## src/rtl/vga_pkg.sv

```systemverilog
// Shared VGA timing constants and the RGB332 -> RGB444 colour expansion used by scan-out.
package vga_pkg;

  localparam int VGA_H_ACTIVE = 640;
  localparam int VGA_H_FP     = 16;
  localparam int VGA_H_SYNC   = 96;
  localparam int VGA_H_BP     = 48;
  localparam int VGA_V_ACTIVE = 480;
  localparam int VGA_V_FP     = 10;
  localparam int VGA_V_SYNC   = 2;
  localparam int VGA_V_BP     = 33;

  localparam int FB_W = 320;
  localparam int FB_H = 240;

  typedef struct packed {
    logic [3:0] r;
    logic [3:0] g;
    logic [3:0] b;
  } rgb444_t;

  // Replicate the top bits so full-scale 3-bit and 2-bit codes map to 4'hF.
  function automatic rgb444_t rgb332_to_444(input logic [7:0] px);
    rgb444_t c;
    c.r = {px[7:5], px[7]};
    c.g = {px[4:2], px[4]};
    c.b = {px[1:0], px[1:0]};
    return c;
  endfunction

endpackage

```

## src/rtl/vga_scanout_if.sv

```systemverilog
// Framebuffer read port seen from the scan-out stage: address out, RGB332 data back.
interface vga_scanout_if #(
  parameter int ADDR_WIDTH = 17
);
  logic [ADDR_WIDTH-1:0] addrb;
  logic [7:0]            doutb;

  modport master (output addrb, input doutb);
  modport slave  (input addrb, output doutb);
endinterface

```

## src/rtl/vga_timing.sv

```systemverilog
// Pixel-tick divider, h/v raster counters, raw (undelayed) syncs and the frame-start pulse.
module vga_timing
  import vga_pkg::*;
#(
  parameter int CLK_DIV  = 4,
  parameter int H_ACTIVE = VGA_H_ACTIVE,
  parameter int H_FP     = VGA_H_FP,
  parameter int H_SYNC   = VGA_H_SYNC,
  parameter int H_BP     = VGA_H_BP,
  parameter int V_ACTIVE = VGA_V_ACTIVE,
  parameter int V_FP     = VGA_V_FP,
  parameter int V_SYNC   = VGA_V_SYNC,
  parameter int V_BP     = VGA_V_BP,
  localparam int H_TOTAL = H_ACTIVE + H_FP + H_SYNC + H_BP,
  localparam int V_TOTAL = V_ACTIVE + V_FP + V_SYNC + V_BP,
  localparam int HW      = $clog2(H_TOTAL),
  localparam int VW      = $clog2(V_TOTAL)
) (
  input  logic          clk,
  input  logic          rst_n,
  output logic          tick_o,
  output logic [HW-1:0] h_o,
  output logic [VW-1:0] v_o,
  output logic          active_o,
  output logic          hs_raw_o,
  output logic          vs_raw_o,
  output logic          h_wrap_o,
  output logic          v_wrap_o,
  output logic          frame_start_o
);

  localparam int DW = $clog2(CLK_DIV);
  localparam logic [DW-1:0] DIV_LAST = DW'(CLK_DIV - 1);
  localparam logic [HW-1:0] H_LAST   = HW'(H_TOTAL - 1);
  localparam logic [HW-1:0] H_ACT    = HW'(H_ACTIVE);
  localparam logic [HW-1:0] HS_BEG   = HW'(H_ACTIVE + H_FP);
  localparam logic [HW-1:0] HS_END   = HW'(H_ACTIVE + H_FP + H_SYNC - 1);
  localparam logic [VW-1:0] V_LAST   = VW'(V_TOTAL - 1);
  localparam logic [VW-1:0] V_ACT    = VW'(V_ACTIVE);
  localparam logic [VW-1:0] VS_BEG   = VW'(V_ACTIVE + V_FP);
  localparam logic [VW-1:0] VS_END   = VW'(V_ACTIVE + V_FP + V_SYNC - 1);

  logic [DW-1:0] div_q, div_d;
  logic [HW-1:0] h_q, h_d;
  logic [VW-1:0] v_q, v_d;
  logic          fs_q, fs_d;

  assign tick_o   = (div_q == DIV_LAST);
  assign h_wrap_o = tick_o && (h_q == H_LAST);
  assign v_wrap_o = h_wrap_o && (v_q == V_LAST);

  always_comb begin
    div_d = tick_o ? '0 : div_q + DW'(1);
    h_d   = h_q;
    v_d   = v_q;
    if (h_wrap_o) begin
      h_d = '0;
      v_d = v_wrap_o ? '0 : v_q + VW'(1);
    end else if (tick_o) begin
      h_d = h_q + HW'(1);
    end
    // High for the one clk after the tick that lands on pixel (0,0).
    fs_d = v_wrap_o;
  end

  always_ff @(posedge clk or negedge rst_n) begin
    if (!rst_n) begin
      div_q <= '0;
      h_q   <= '0;
      v_q   <= '0;
      fs_q  <= 1'b0;
    end else begin
      div_q <= div_d;
      h_q   <= h_d;
      v_q   <= v_d;
      fs_q  <= fs_d;
    end
  end

  assign h_o           = h_q;
  assign v_o           = v_q;
  assign active_o      = (h_q < H_ACT) && (v_q < V_ACT);
  assign hs_raw_o      = !((h_q >= HS_BEG) && (h_q <= HS_END));
  assign vs_raw_o      = !((v_q >= VS_BEG) && (v_q <= VS_END));
  assign frame_start_o = fs_q;

endmodule

```

## src/rtl/vga_scanout.sv

```systemverilog
// VGA scan-out: 2x2-replicated framebuffer walk and one-pixel registered colour/sync output.
module vga_scanout
  import vga_pkg::*;
#(
  parameter int ADDR_WIDTH = 17,
  parameter int CLK_DIV    = 4,
  parameter int RD_LATENCY = 1,
  parameter int H_ACTIVE   = VGA_H_ACTIVE,
  parameter int H_FP       = VGA_H_FP,
  parameter int H_SYNC     = VGA_H_SYNC,
  parameter int H_BP       = VGA_H_BP,
  parameter int V_ACTIVE   = VGA_V_ACTIVE,
  parameter int V_FP       = VGA_V_FP,
  parameter int V_SYNC     = VGA_V_SYNC,
  parameter int V_BP       = VGA_V_BP
) (
  input  logic           clk,
  input  logic           rst_n,
  vga_scanout_if.master  fb,
  output logic           vga_hs,
  output logic           vga_vs,
  output logic [3:0]     vga_r,
  output logic [3:0]     vga_g,
  output logic [3:0]     vga_b,
  output logic           frame_start
);

  localparam int H_TOTAL = H_ACTIVE + H_FP + H_SYNC + H_BP;
  localparam int V_TOTAL = V_ACTIVE + V_FP + V_SYNC + V_BP;
  localparam int HW      = $clog2(H_TOTAL);
  localparam int VW      = $clog2(V_TOTAL);
  localparam logic [ADDR_WIDTH-1:0] ROW_STEP   = ADDR_WIDTH'(H_ACTIVE / 2);
  localparam logic [VW-1:0]         V_LAST_ACT = VW'(V_ACTIVE - 1);

  if (CLK_DIV < 2 || RD_LATENCY > CLK_DIV - 1) begin : g_cfg_latency
    $error("vga_scanout: need CLK_DIV >= 2 and RD_LATENCY <= CLK_DIV-1");
  end
  if ((H_ACTIVE / 2) * (V_ACTIVE / 2) > (1 << ADDR_WIDTH) || FB_W * FB_H > (1 << ADDR_WIDTH))
  begin : g_cfg_addr
    $error("vga_scanout: ADDR_WIDTH too small for the framebuffer");
  end

  logic          tick, active, hs_raw, vs_raw, h_wrap, v_wrap;
  logic [HW-1:0] h;
  logic [VW-1:0] v;

  vga_timing #(
    .CLK_DIV  (CLK_DIV),
    .H_ACTIVE (H_ACTIVE),
    .H_FP     (H_FP),
    .H_SYNC   (H_SYNC),
    .H_BP     (H_BP),
    .V_ACTIVE (V_ACTIVE),
    .V_FP     (V_FP),
    .V_SYNC   (V_SYNC),
    .V_BP     (V_BP)
  ) u_timing (
    .clk           (clk),
    .rst_n         (rst_n),
    .tick_o        (tick),
    .h_o           (h),
    .v_o           (v),
    .active_o      (active),
    .hs_raw_o      (hs_raw),
    .vs_raw_o      (vs_raw),
    .h_wrap_o      (h_wrap),
    .v_wrap_o      (v_wrap),
    .frame_start_o (frame_start)
  );

  // Stage 0: row base advances once per pair of lines, so no multiply is needed.
  logic [ADDR_WIDTH-1:0] row_base_q, row_base_d;

  always_comb begin
    row_base_d = row_base_q;
    if (v_wrap) begin
      row_base_d = '0;
    end else if (h_wrap && v[0] && (v < V_LAST_ACT)) begin
      row_base_d = row_base_q + ROW_STEP;
    end
  end

  always_ff @(posedge clk or negedge rst_n) begin
    if (!rst_n) row_base_q <= '0;
    else        row_base_q <= row_base_d;
  end

  assign fb.addrb = active ? (row_base_q + ADDR_WIDTH'(h >> 1)) : '0;

  // Stage 1: read data lands one pixel after its address; syncs are delayed to match.
  rgb444_t rgb_p1_q, rgb_p1_d;
  logic    vld_p1_q, hs_p1_q, vs_p1_q;

  always_comb begin
    rgb_p1_d = rgb_p1_q;
    if (tick) rgb_p1_d = rgb332_to_444(fb.doutb);
  end

  always_ff @(posedge clk) begin
    rgb_p1_q <= rgb_p1_d;
  end

  always_ff @(posedge clk or negedge rst_n) begin
    if (!rst_n) begin
      vld_p1_q <= 1'b0;
      hs_p1_q  <= 1'b1;
      vs_p1_q  <= 1'b1;
    end else if (tick) begin
      vld_p1_q <= active;
      hs_p1_q  <= hs_raw;
      vs_p1_q  <= vs_raw;
    end
  end

  assign vga_hs = hs_p1_q;
  assign vga_vs = vs_p1_q;
  assign vga_r  = vld_p1_q ? rgb_p1_q.r : 4'h0;
  assign vga_g  = vld_p1_q ? rgb_p1_q.g : 4'h0;
  assign vga_b  = vld_p1_q ? rgb_p1_q.b : 4'h0;

endmodule

```

## src/flat_wrapper.sv

```systemverilog
// flat-port wrapper written by rule: the top's interface ports become plain ports
module vga_scanout_flat import vga_pkg::*;
#(
  parameter int ADDR_WIDTH = 17,
  parameter int CLK_DIV    = 4,
  parameter int RD_LATENCY = 1,
  parameter int H_ACTIVE   = VGA_H_ACTIVE,
  parameter int H_FP       = VGA_H_FP,
  parameter int H_SYNC     = VGA_H_SYNC,
  parameter int H_BP       = VGA_H_BP,
  parameter int V_ACTIVE   = VGA_V_ACTIVE,
  parameter int V_FP       = VGA_V_FP,
  parameter int V_SYNC     = VGA_V_SYNC,
  parameter int V_BP       = VGA_V_BP
)
  (clk, rst_n, vga_hs, vga_vs, vga_r, vga_g, vga_b, frame_start, fb_addrb, fb_doutb);
  vga_scanout_if #(.ADDR_WIDTH(ADDR_WIDTH)) fb_i ();
  input  logic clk;
  input  logic rst_n;
  output logic vga_hs;
  output logic vga_vs;
  output logic [3:0] vga_r;
  output logic [3:0] vga_g;
  output logic [3:0] vga_b;
  output logic frame_start;
  output wire logic [$bits(fb_i.addrb)-1:0] fb_addrb;
  input wire logic [$bits(fb_i.doutb)-1:0] fb_doutb;
  assign fb_addrb = fb_i.addrb;
  assign fb_i.doutb = fb_doutb;
  vga_scanout #(.ADDR_WIDTH(ADDR_WIDTH), .CLK_DIV(CLK_DIV), .RD_LATENCY(RD_LATENCY), .H_ACTIVE(H_ACTIVE), .H_FP(H_FP), .H_SYNC(H_SYNC), .H_BP(H_BP), .V_ACTIVE(V_ACTIVE), .V_FP(V_FP), .V_SYNC(V_SYNC), .V_BP(V_BP)) u_core (.clk(clk), .rst_n(rst_n), .fb(fb_i), .vga_hs(vga_hs), .vga_vs(vga_vs), .vga_r(vga_r), .vga_g(vga_g), .vga_b(vga_b), .frame_start(frame_start));
endmodule
```

## config.mk

```make
export PLATFORM = sky130hd
export DESIGN_NAME = vga_scanout_flat
export DESIGN_NICKNAME = d
export VERILOG_FILES = /design/src/rtl/vga_pkg.sv /design/src/rtl/vga_scanout_if.sv /design/src/rtl/vga_timing.sv /design/src/rtl/vga_scanout.sv /design/src/flat_wrapper.sv
export SDC_FILE = /design/constraint.sdc
export NUM_CORES = 1
export LEC_CHECK = 0
export ABC_AREA = 1
export CAP_MARGIN = 0
export CORE_MARGIN = 3
export CORE_UTILIZATION = 40
export CTS_CLUSTER_DIAMETER = 80
export DETAILED_ROUTE_END_ITERATION = 10
export HOLD_SLACK_MARGIN = 0.12
export SLEW_MARGIN = 30
export SYNTH_ARGS = -nofsm -noshare
export SYNTH_HDL_FRONTEND = slang
export SYNTH_SLANG_ARGS = --single-unit
```

## constraint.sdc

```tcl
create_clock -name clk -period 2.12 [get_ports clk]
set_input_delay 0.424 -clock clk [delete_from_list [all_inputs] [get_ports clk]]
set_output_delay 0.424 -clock clk [all_outputs]
set_load 0.02 [all_outputs]
```

==> flow_metrics.tcl, run 1 <==
set metrics [dict create \
    drive_above_1_share_pct 29.5 \
    start_util_pct 42.1 \
    setup_viol 9 \
    seq_area_mm2 0.00117 \
    yosysSeqAreaShare_pct 40.0 \
    layout_commonest_cell "nand2_1" \
    place_ws_ns -0.377 \
    grt_overflow 0 \
    utilization_pct 56.8 \
    grt_usage_pct 16.7 \
    drt_iter0_drc 142 \
    finClkSkew_ns 0.00352 \
    leakage_uw 0.00198 \
    grt_pass1_vias 2467 \
    cts.sinks 45 \
    critPathRequiredTime_ns 1.70 \
    diodes 0 \
    final.min_clock_period_ns 2.34 \
    cts_max_path_buffers 2 \
    hold_violations 0 \
    worst_ep_arrival_time_ns 1.91 \
    finalNetCount 482 \
    hold_class "in2async" \
    root_buffer "clkbuf_8" \
    max-vdd-ir-drop_uv 252 \
    die_h_um 91.5 \
    total_power_uw 1490 \
    max-slew-margin-rel_pct 67.0 \
    postRouteAntennaNets 0 \
    numCtsBuffers 5 \
    max_freq_mhz 428 \
    core_mm2 0.00694 \
    dpl.hpwl_um 5040 \
    syn_area_mm2 0.00292 \
    route.detailed.drc 0 \
    routedWlPerCell_um 12.3 \
    cp-end-kind "primary output" \
    htree_levels 2 \
    fillers 646 \
    pin_count 42 \
    final_max_slew_viol_count 0 \
    synth_warnings 0 \
    syn_avg_cell_area_um2 7.59 \
    synth_cells 385 \
    layout_common_cells "nand2_1, buf_4, inv_1, nor2_1, nand3_1" \
    drtPass1Iterations 4 \
    top_usage_layer "met2" \
    syn_to_final_growth_pct 34.8 \
    clock_latency_ns 0.31 \
    place_area_mm2 0.00360 \
    cts_hold_buf 0 \
    drv_cap 0 \
    rows 30 \
    synth-seq-cells 45 \
    timing.final.ws_setup_ns -0.215 \
    tritoncts "yes" \
    port_buffers 41 \
    cp-start-kind "flip-flop" \
    whs_ns 0.150 \
    die_w_um 91.5 \
    rsz0062_at_grt "yes" \
    fin_crit_sh_pct 110 \
    grt_pass1_wl_um 11400 \
    critPathKind "reg2out" \
    grt_util_met3_pct 2.57 \
    gp_congestion 0.848 \
    vias 2669 \
    grt_max_degree 38 \
    outcome "finished with violations" \
    postLayoutCellArea_mm2 0.00394 \
    path_max_fanout 3 \
    use_met2_pct 26.8 \
    failed_checks "setup timing" \
    p_per_area_mw_per_mm2 378 \
    vias_per_cell 4.77 \
    synthDistinctLibCells 34 \
    grt_util_met1_pct 22.9 \
    synth_nets 404 \
    routed_wirelength_um 6890 \
    tightest_slew_ns 0.494 \
    antenna_found_initial 0 \
    multi_input_area_mm2 0.00159 \
    cts.reportedPaths.clkPinSlew_ns 0.09 \
    die_area_mm2 0.00837 \
]
## synthesized netlist by cell type
cell,instances,area share (%)
nand2_4,3,1.2
a31oi_1,2,0.43
nor3_1,9,1.5
clkinv_4,1,0.30
nor2_2,4,0.86
dfstp_2,2,1.8
nor2_1,52,6.7
nand4_1,7,1.5
dfrtp_1,35,30
inv_2,7,0.90
nor2_4,4,1.5
xor2_1,8,2.4
nand2_2,3,0.64
o21ai_1,2,0.34
and3_1,1,0.21
nand4_2,1,0.43
ha_1,9,3.9
o21ai_0,15,2.6
buf_2,1,0.17
nor4_1,1,0.21
clkbuf_1,1,0.13
nand3_2,4,1.4
inv_1,48,6.2
o31ai_1,3,0.77
xnor2_1,4,1.2
buf_6,5,1.9
nand2_1,86,11
edfxtp_1,8,8.2
a21oi_1,11,1.9
nand3_1,36,6.2
nor3_2,2,0.68
a21oi_2,2,0.60
nor3_4,1,0.56
buf_4,7,1.8
## final timing paths
kind                                                 endpoint  cells past startpoint                               start  slack [ns]
max in group asynchronous           u_core.vga_vs$_DFFE_PN1P_                      2                               rst_n        1.60
setup reg to reg           u_core.u_timing.v_o[7]$_DFFE_PN0N_                      8  u_core.u_timing.h_o[8]$_DFFE_PN0P_        0.34
min in group clk           u_core.u_timing.div_q[0]$_DFF_PN0_                      1  u_core.u_timing.div_q[0]$_DFF_PN0_        0.43
hold / removal              u_core.row_base_q[15]$_DFFE_PN0P_                      2                               rst_n        0.15
hold reg to reg            u_core.u_timing.div_q[0]$_DFF_PN0_                      1  u_core.u_timing.div_q[0]$_DFF_PN0_        0.43
setup / recovery                                 fb_addrb[16]                     12    u_core.row_base_q[7]$_DFFE_PN0P_       -0.22
## where the power goes
part           switching [µW]  leakage (µW)  internal, µW  total (µW)
registers                   0      0.000561           879         879
clock network             341     0.0000447           239         580
logic                    15.9       0.00137          14.5        30.4
total                     357       0.00198          1130        1490
## stage by stage
stage	cells	setup TNS [ns]
floorplan	385	0
global placement	544	-4.19
detailed placement	544	-4.48
CTS	556	-1.20
global route	560	-2.45
finish	560	-1.22
## worst max-delay path: stages (launching register included)
cell and delay [ns]:
dfrtp_1 0.42, ha_4 0.28, nand2_2 0.05, nand2_2 0.08
nand2_2 0.07, nand2_2 0.08, nand2_4 0.06, nor2_4 0.14
nand2_2 0.07, nand2_1 0.06, nand2_1 0.05, nor2_1 0.10
buf_4 0.14
## logic make-up (layout without fill, tap and decap cells)
group	Yosys count	count (layout)	synth area share, %
simple gates	214	214	34.6
compound gates	35	35	6.59
flops	45	45	40.0
buf+inv	70	149	11.4
fa+ha+maj	9	9	3.85
xor+xnor	12	12	3.60
## flip-flops by register name, indices dropped and copies added (netlist names)
name                           cells
u_core.rgb_p1_q                    8
u_core.row_base_q                 11
u_core.u_timing.div_q              2
u_core.u_timing.frame_start_o      1
u_core.u_timing.h_o               10
u_core.u_timing.v_o               10
u_core.vga_hs                      1
u_core.vga_vs                      1
u_core.vld_p1_q                    1
## final cells by class
class,instances,share of cell area [%]
multi-input combinational,270,40.2
sequential,45,29.7
timing repair buffer,85,19.0
inverter,56,5.71
tap,96,3.05
clock buffer,5,1.75
clock inverter,3,0.635
## layer usage
| metal | routed length [µm] | part of all wire (%) |
|---|---|---|
| met3 | 210 | 3.0 |
| met5 | 0 | 0 |
| met4 | 120 | 1.7 |
| met2 | 3160 | 46 |
| met1 | 3400 | 49 |
## repair_timing
action | in CTS | in global routing
setup endpoints to repair | 17 | 16
gates resized for setup | 99 | 50
setup buffers | 4 | 5
pin swaps | 9 | 8
Power figures use the tool's default switching activity.
==> run 2: changes to the inputs <==
--- a/config.mk
+++ b/config.mk
@@ -6,12 +6,12 @@
 export NUM_CORES = 1
 export LEC_CHECK = 0
 export ABC_AREA = 1
-export CAP_MARGIN = 0
 export CORE_MARGIN = 3
 export CORE_UTILIZATION = 40
 export CTS_CLUSTER_DIAMETER = 80
 export DETAILED_ROUTE_END_ITERATION = 10
 export HOLD_SLACK_MARGIN = 0.12
+export PLACE_DENSITY = 0.59
 export SLEW_MARGIN = 30
 export SYNTH_ARGS = -nofsm -noshare
 export SYNTH_HDL_FRONTEND = slang
==> flow_metrics.tcl, run 2 (same netlist as run 1, synthesis figures left out) <==
set metrics [dict create \
    p_per_area_mw_per_mm2 365 \
    largest_reg_flops 11 \
    pin_count 42 \
    dp.cells 545 \
    start_util_pct 42.1 \
    grt_max_degree 22 \
    failed_checks "setup timing" \
    vias_per_cell 4.86 \
    max-vdd-ir-drop_uv 187 \
    die_w_um 91.5 \
    dpl.hpwl_um 5190 \
    fillers 661 \
    whs_ns 0.438 \
    gp_congestion 0.850 \
    reg2reg_setup_slack_ns 0.33 \
    postLayoutCellArea_mm2 0.00397 \
    routedWlPerCell_um 12.5 \
    grt_overflow 0 \
    root_buffer "clkbuf_8" \
    max-slew-margin-rel_pct 70.5 \
    drive_above_1_share_pct 29.4 \
    cts.sinks 45 \
    grt_usage_pct 17.5 \
    setup_tns_ns -2.53 \
    critPathKind "reg2out" \
    cp-end-kind "primary output" \
    drtPass1Iterations 5 \
    rows 30 \
    htree_levels 2 \
    cts_max_path_buffers 2 \
    diodes 0 \
    port_buffers 41 \
    critPathRequiredTime_ns 1.70 \
    finalNetCount 490 \
    tritoncts "yes" \
    multi_input_area_mm2 0.00157 \
    die_h_um 91.5 \
    fin_crit_sh_pct 114 \
    cts.reportedPaths.clkPinSlew_ns 0.09 \
    numCtsBuffers 5 \
    setup_viol 17 \
    place_ws_ns -0.438 \
    route.detailed.drc 0 \
    antenna_found_initial 0 \
    seq_area_mm2 0.00117 \
    drv_cap 0 \
    hold_violations 0 \
    path_max_fanout 4 \
    layout_common_cells "nand2_1, buf_4, inv_1, nor2_1, nand3_1" \
    place_area_mm2 0.00362 \
    routed_wirelength_um 7120 \
    final_max_slew_viol_count 0 \
    tightest_slew_ns 0.442 \
    hold_class "reg2reg" \
    max_freq_mhz 415 \
    worst_ep_arrival_time_ns 1.99 \
    vias 2762 \
    layout_commonest_cell "nand2_1" \
    final.min_clock_period_ns 2.41 \
    finClkSkew_ns 0.00607 \
    drt_iter0_drc 88 \
    cp-start-kind "flip-flop" \
    outcome "finished with violations" \
    die_area_mm2 0.00837 \
    rsz0062_at_grt "yes" \
    timing.final.ws_setup_ns -0.289 \
    clock_latency_ns 0.30 \
    grt_pass1_wl_um 12100 \
    grt_pass1_vias 2688 \
    leakage_uw 0.00198 \
    top_register "u_core.row_base_q" \
    core_mm2 0.00694 \
    final_cells 568 \
    postRouteAntennaNets 0 \
    syn_to_final_growth_pct 35.7 \
]
run 2: cell count changes in the layout (fill, tap and decap cells not counted), sizes merged:
cell and delta:
buf +7, clkinv +2, clkinvlp -1, dlygate4sd3 +1
inv -1
run 2: layout make-up:
class	count	share of cell area (%)
clock buffer	5	1.74
clock inverter	3	0.442
inverter	56	5.49
multi-input combinational	270	39.5
sequential	45	29.5
tap	96	3.03
timing repair buffer	93	20.3
run 2: routing by layer:
metal / up-vias / wire length, µm / track usage [%]
met3: 8 / 228 / 3.23
li1: 1400 / - / -
met4: 0 / 73 / 5.53
met1: 1313 / 3310 / 22.7
met5: - / 0 / 0
met2: 41 / 3510 / 29.5
run 2: stage by stage:
step	power [µW]	util, %
floorplan	897	-
global placement	932	52.1
detailed placement	932	52.1
CTS	1470	54.5
global route	1510	57.1
finish	1450	57.1
run 2: final timing paths:
kind	from	endpoint	depth (start not counted)
setup / recovery	u_core.u_timing.h_o[8]$_DFFE_PN0P_	fb_addrb[16]	12
hold / removal	u_core.u_timing.div_q[0]$_DFF_PN0_	u_core.u_timing.div_q[0]$_DFF_PN0_	1
setup reg to reg	u_core.u_timing.h_o[8]$_DFFE_PN0P_	u_core.u_timing.v_o[7]$_DFFE_PN0N_	9
hold reg to reg	u_core.u_timing.div_q[0]$_DFF_PN0_	u_core.u_timing.div_q[0]$_DFF_PN0_	1
max in group asynchronous	rst_n	u_core.vga_vs$_DFFE_PN1P_	3
min in group asynchronous	rst_n	u_core.row_base_q[15]$_DFFE_PN0P_	2
run 2: where the power goes:
group,switching [µW],leakage (µW),internal (µW)
Clock,303,0.0000455,228
Combinational,17.6,0.00138,18.2
Sequential,0,0.000561,879
Total,320,0.00198,1130
run 2: critical path, stage by stage, from the launching register on:
cell	delay (ns)
dfrtp_1	0.43
ha_4	0.29
nand2_2	0.05
nand2_2	0.08
nand2_2	0.06
nand2_2	0.09
nand2_4	0.07
nor2_4	0.13
nand2_2	0.08
nand2_1	0.06
nand2_1	0.06
nor2_1	0.13
buf_4	0.16
run 2: what timing repair did:
action / CTS / global route
endpoints found under the hold margin: 15 / 0
endpoints found under the setup margin: 17 / 14
setup buffers: 8 / 6
hold buffers: 1 / 0
pin swaps: 5 / 7
resized for setup: 98 / 38
==> run 3: changes to the inputs <==
--- a/config.mk
+++ b/config.mk
@@ -6,7 +6,6 @@
 export NUM_CORES = 1
 export LEC_CHECK = 0
 export ABC_AREA = 1
-export CORE_MARGIN = 3
 export CORE_UTILIZATION = 40
 export CTS_CLUSTER_DIAMETER = 80
 export DETAILED_ROUTE_END_ITERATION = 10
==> flow_metrics.tcl, run 3 (same netlist as run 1, synthesis figures left out) <==
set metrics [dict create \
    critPathRequiredTime_ns 1.70 \
    diodes 0 \
    clock_latency_ns 0.30 \
    critPathKind "reg2out" \
    r2r_cells 7 \
    hold_class "in2async" \
    htree_levels 2 \
    use_met2_pct 31.3 \
    core_mm2 0.00694 \
    endpoint "fb_addrb[16]" \
    cp-end-kind "primary output" \
    grt_util_met1_pct 26.1 \
    top_register "u_core.row_base_q" \
    drtPass1Iterations 5 \
    cts_hold_buf 0 \
    routed_wirelength_um 6730 \
    grt_util_met3_pct 3.32 \
    cts_max_path_buffers 2 \
    final_max_slew_viol_count 0 \
    r2r-end "u_core.u_timing.v_o[7]$_DFFE_PN0N_" \
    syn_to_final_growth_pct 36.8 \
    tightest_slew_ns 0.484 \
    reg2reg_setup_slack_ns 0.38 \
    max_freq_mhz 427 \
    root_buffer "clkbuf_8" \
    start_util_pct 42.1 \
    drt_iter0_drc 122 \
    leakage_uw 0.00201 \
    crit_path_start "u_core.row_base_q[7]$_DFFE_PN0P_" \
    gp_congestion 0.873 \
    final.min_clock_period_ns 2.34 \
    routedWlPerCell_um 11.8 \
    utilization_pct 57.6 \
    finClkSkew_ns 0.00917 \
    vias_per_cell 4.79 \
    grt_pass1_wl_um 11500 \
    dpl.hpwl_um 4800 \
    path_max_fanout 4 \
    layout_common_cells "nand2_1, buf_4, inv_1, nor2_1, nand3_1" \
    total_power_uw 1600 \
    p_per_area_mw_per_mm2 400 \
    max-vdd-ir-drop_uv 235 \
    die_h_um 87.5 \
    top_usage_layer "met2" \
    route.detailed.drc 0 \
    die_area_mm2 0.00765 \
    grt_max_degree 38 \
    drv_cap 0 \
    largest_reg_flops 11 \
    timing.rr.start "u_core.u_timing.div_q[0]$_DFF_PN0_" \
    layout_commonest_cell "nand2_1" \
    cts.reportedPaths.clkPinSlew_ns 0.09 \
    timing.final.ws_setup_ns -0.222 \
    setup_viol 15 \
    die_w_um 87.5 \
    grt_overflow 0 \
    rows 30 \
    cts.sinks 45 \
    grt_usage_pct 19.1 \
    vias 2723 \
    worst_ep_arrival_time_ns 1.92 \
    tritoncts "yes" \
    outcome "finished with violations" \
    grt_pass1_vias 2483 \
    postRouteAntennaNets 0 \
    hold_violations 0 \
    fin_crit_sh_pct 110 \
    port_buffers 41 \
    failed_checks "setup timing" \
    numCtsBuffers 5 \
    finalNetCount 491 \
    drive_above_1_share_pct 29.4 \
    place_ws_ns -0.434 \
    max-slew-margin-rel_pct 67.8 \
    rsz0062_at_grt "yes" \
    antenna_found_initial 0 \
    pin_count 42 \
    cp-start-kind "flip-flop" \
]
run 3: cell types whose count changed in the layout (fill, tap and decap cells not counted), sizes merged:
| cell | previous run | this run |
|---|---|---|
| dlygate4sd3 | 1 | 0 |
| buf | 69 | 71 |
| bufinv | 0 | 1 |
| inv | 55 | 56 |
| clkinv | 4 | 2 |
run 3: worst max-delay path, stage by stage, from the launching register on:
cell     delay, ns
dfrtp_1       0.39
ha_1          0.30
nand2_1       0.06
nand2_1       0.09
nand2_2       0.08
nand2_4       0.08
nand2_4       0.06
nor2_4        0.14
nand2_2       0.09
nand2_2       0.07
nand2_2       0.05
nor2_1        0.08
buf_4         0.14
run 3: how the worst min path moves through the flow:
stage | startpoint | to | slack, ns | cells after the start
after floorplan | rst_n | u_core.row_base_q[10]$_DFFE_PN0P_ | 0.13 | 0
after global placement | u_core.u_timing.div_q[0]$_DFF_PN0_ | u_core.u_timing.div_q[0]$_DFF_PN0_ | 0.42 | 1
after detailed placement | u_core.u_timing.div_q[0]$_DFF_PN0_ | u_core.u_timing.div_q[0]$_DFF_PN0_ | 0.42 | 1
after CTS | rst_n | u_core.u_timing.div_q[0]$_DFF_PN0_ | 0.18 | 2
after global routing | rst_n | u_core.u_timing.h_o[7]$_DFFE_PN0P_ | 0.18 | 2
final | rst_n | u_core.u_timing.h_o[0]$_DFFE_PN0P_ | 0.15 | 2
run 3: layer usage:
metal	vias to the layer above	wire [µm]
li1	1402	-
met1	1264	3150
met3	2	241
met4	0	27
met2	55	3310
met5	-	0
run 3: final cells by class:
| cell class | count | area, µm² |
|---|---|---|
| clock inverters | 3 | 50.0 |
| fillers | 631 | 2950 |
| well taps | 96 | 120 |
| multi-input cells | 270 | 1560 |
| repair buffers | 94 | 821 |
| clock buffers | 5 | 68.8 |
| inverters | 56 | 215 |
| flip-flops and latches | 45 | 1170 |
run 3: repair_timing:
action                     CTS  global route
cloned                       1             0
resized for setup          119            26
setup endpoints to repair   17            17
pin swaps                   13             8
setup buffers               10             6
run 3: stage by stage:
step           TNS (ns)  hold WS [ns]  instance area [µm²]  std cells
4_1_cts           -1.47         0.178                 3870        565
3_3_place_gp      -4.30         0.419                 3620        546
3_5_place_dp      -4.63         0.417                 3620        546
6_report          -1.83         0.153                 4000        569
2_1_floorplan         0         0.128                 2920        385
5_1_grt           -3.41         0.183                 4000        569
run 3: power breakdown:
part / internal, µW / switching, µW / total [µW]
Combinational: 14.5 / 15.5 / 30.0
Clock: 362 / 328 / 689
Sequential: 879 / 0 / 879
Total: 1260 / 343 / 1600
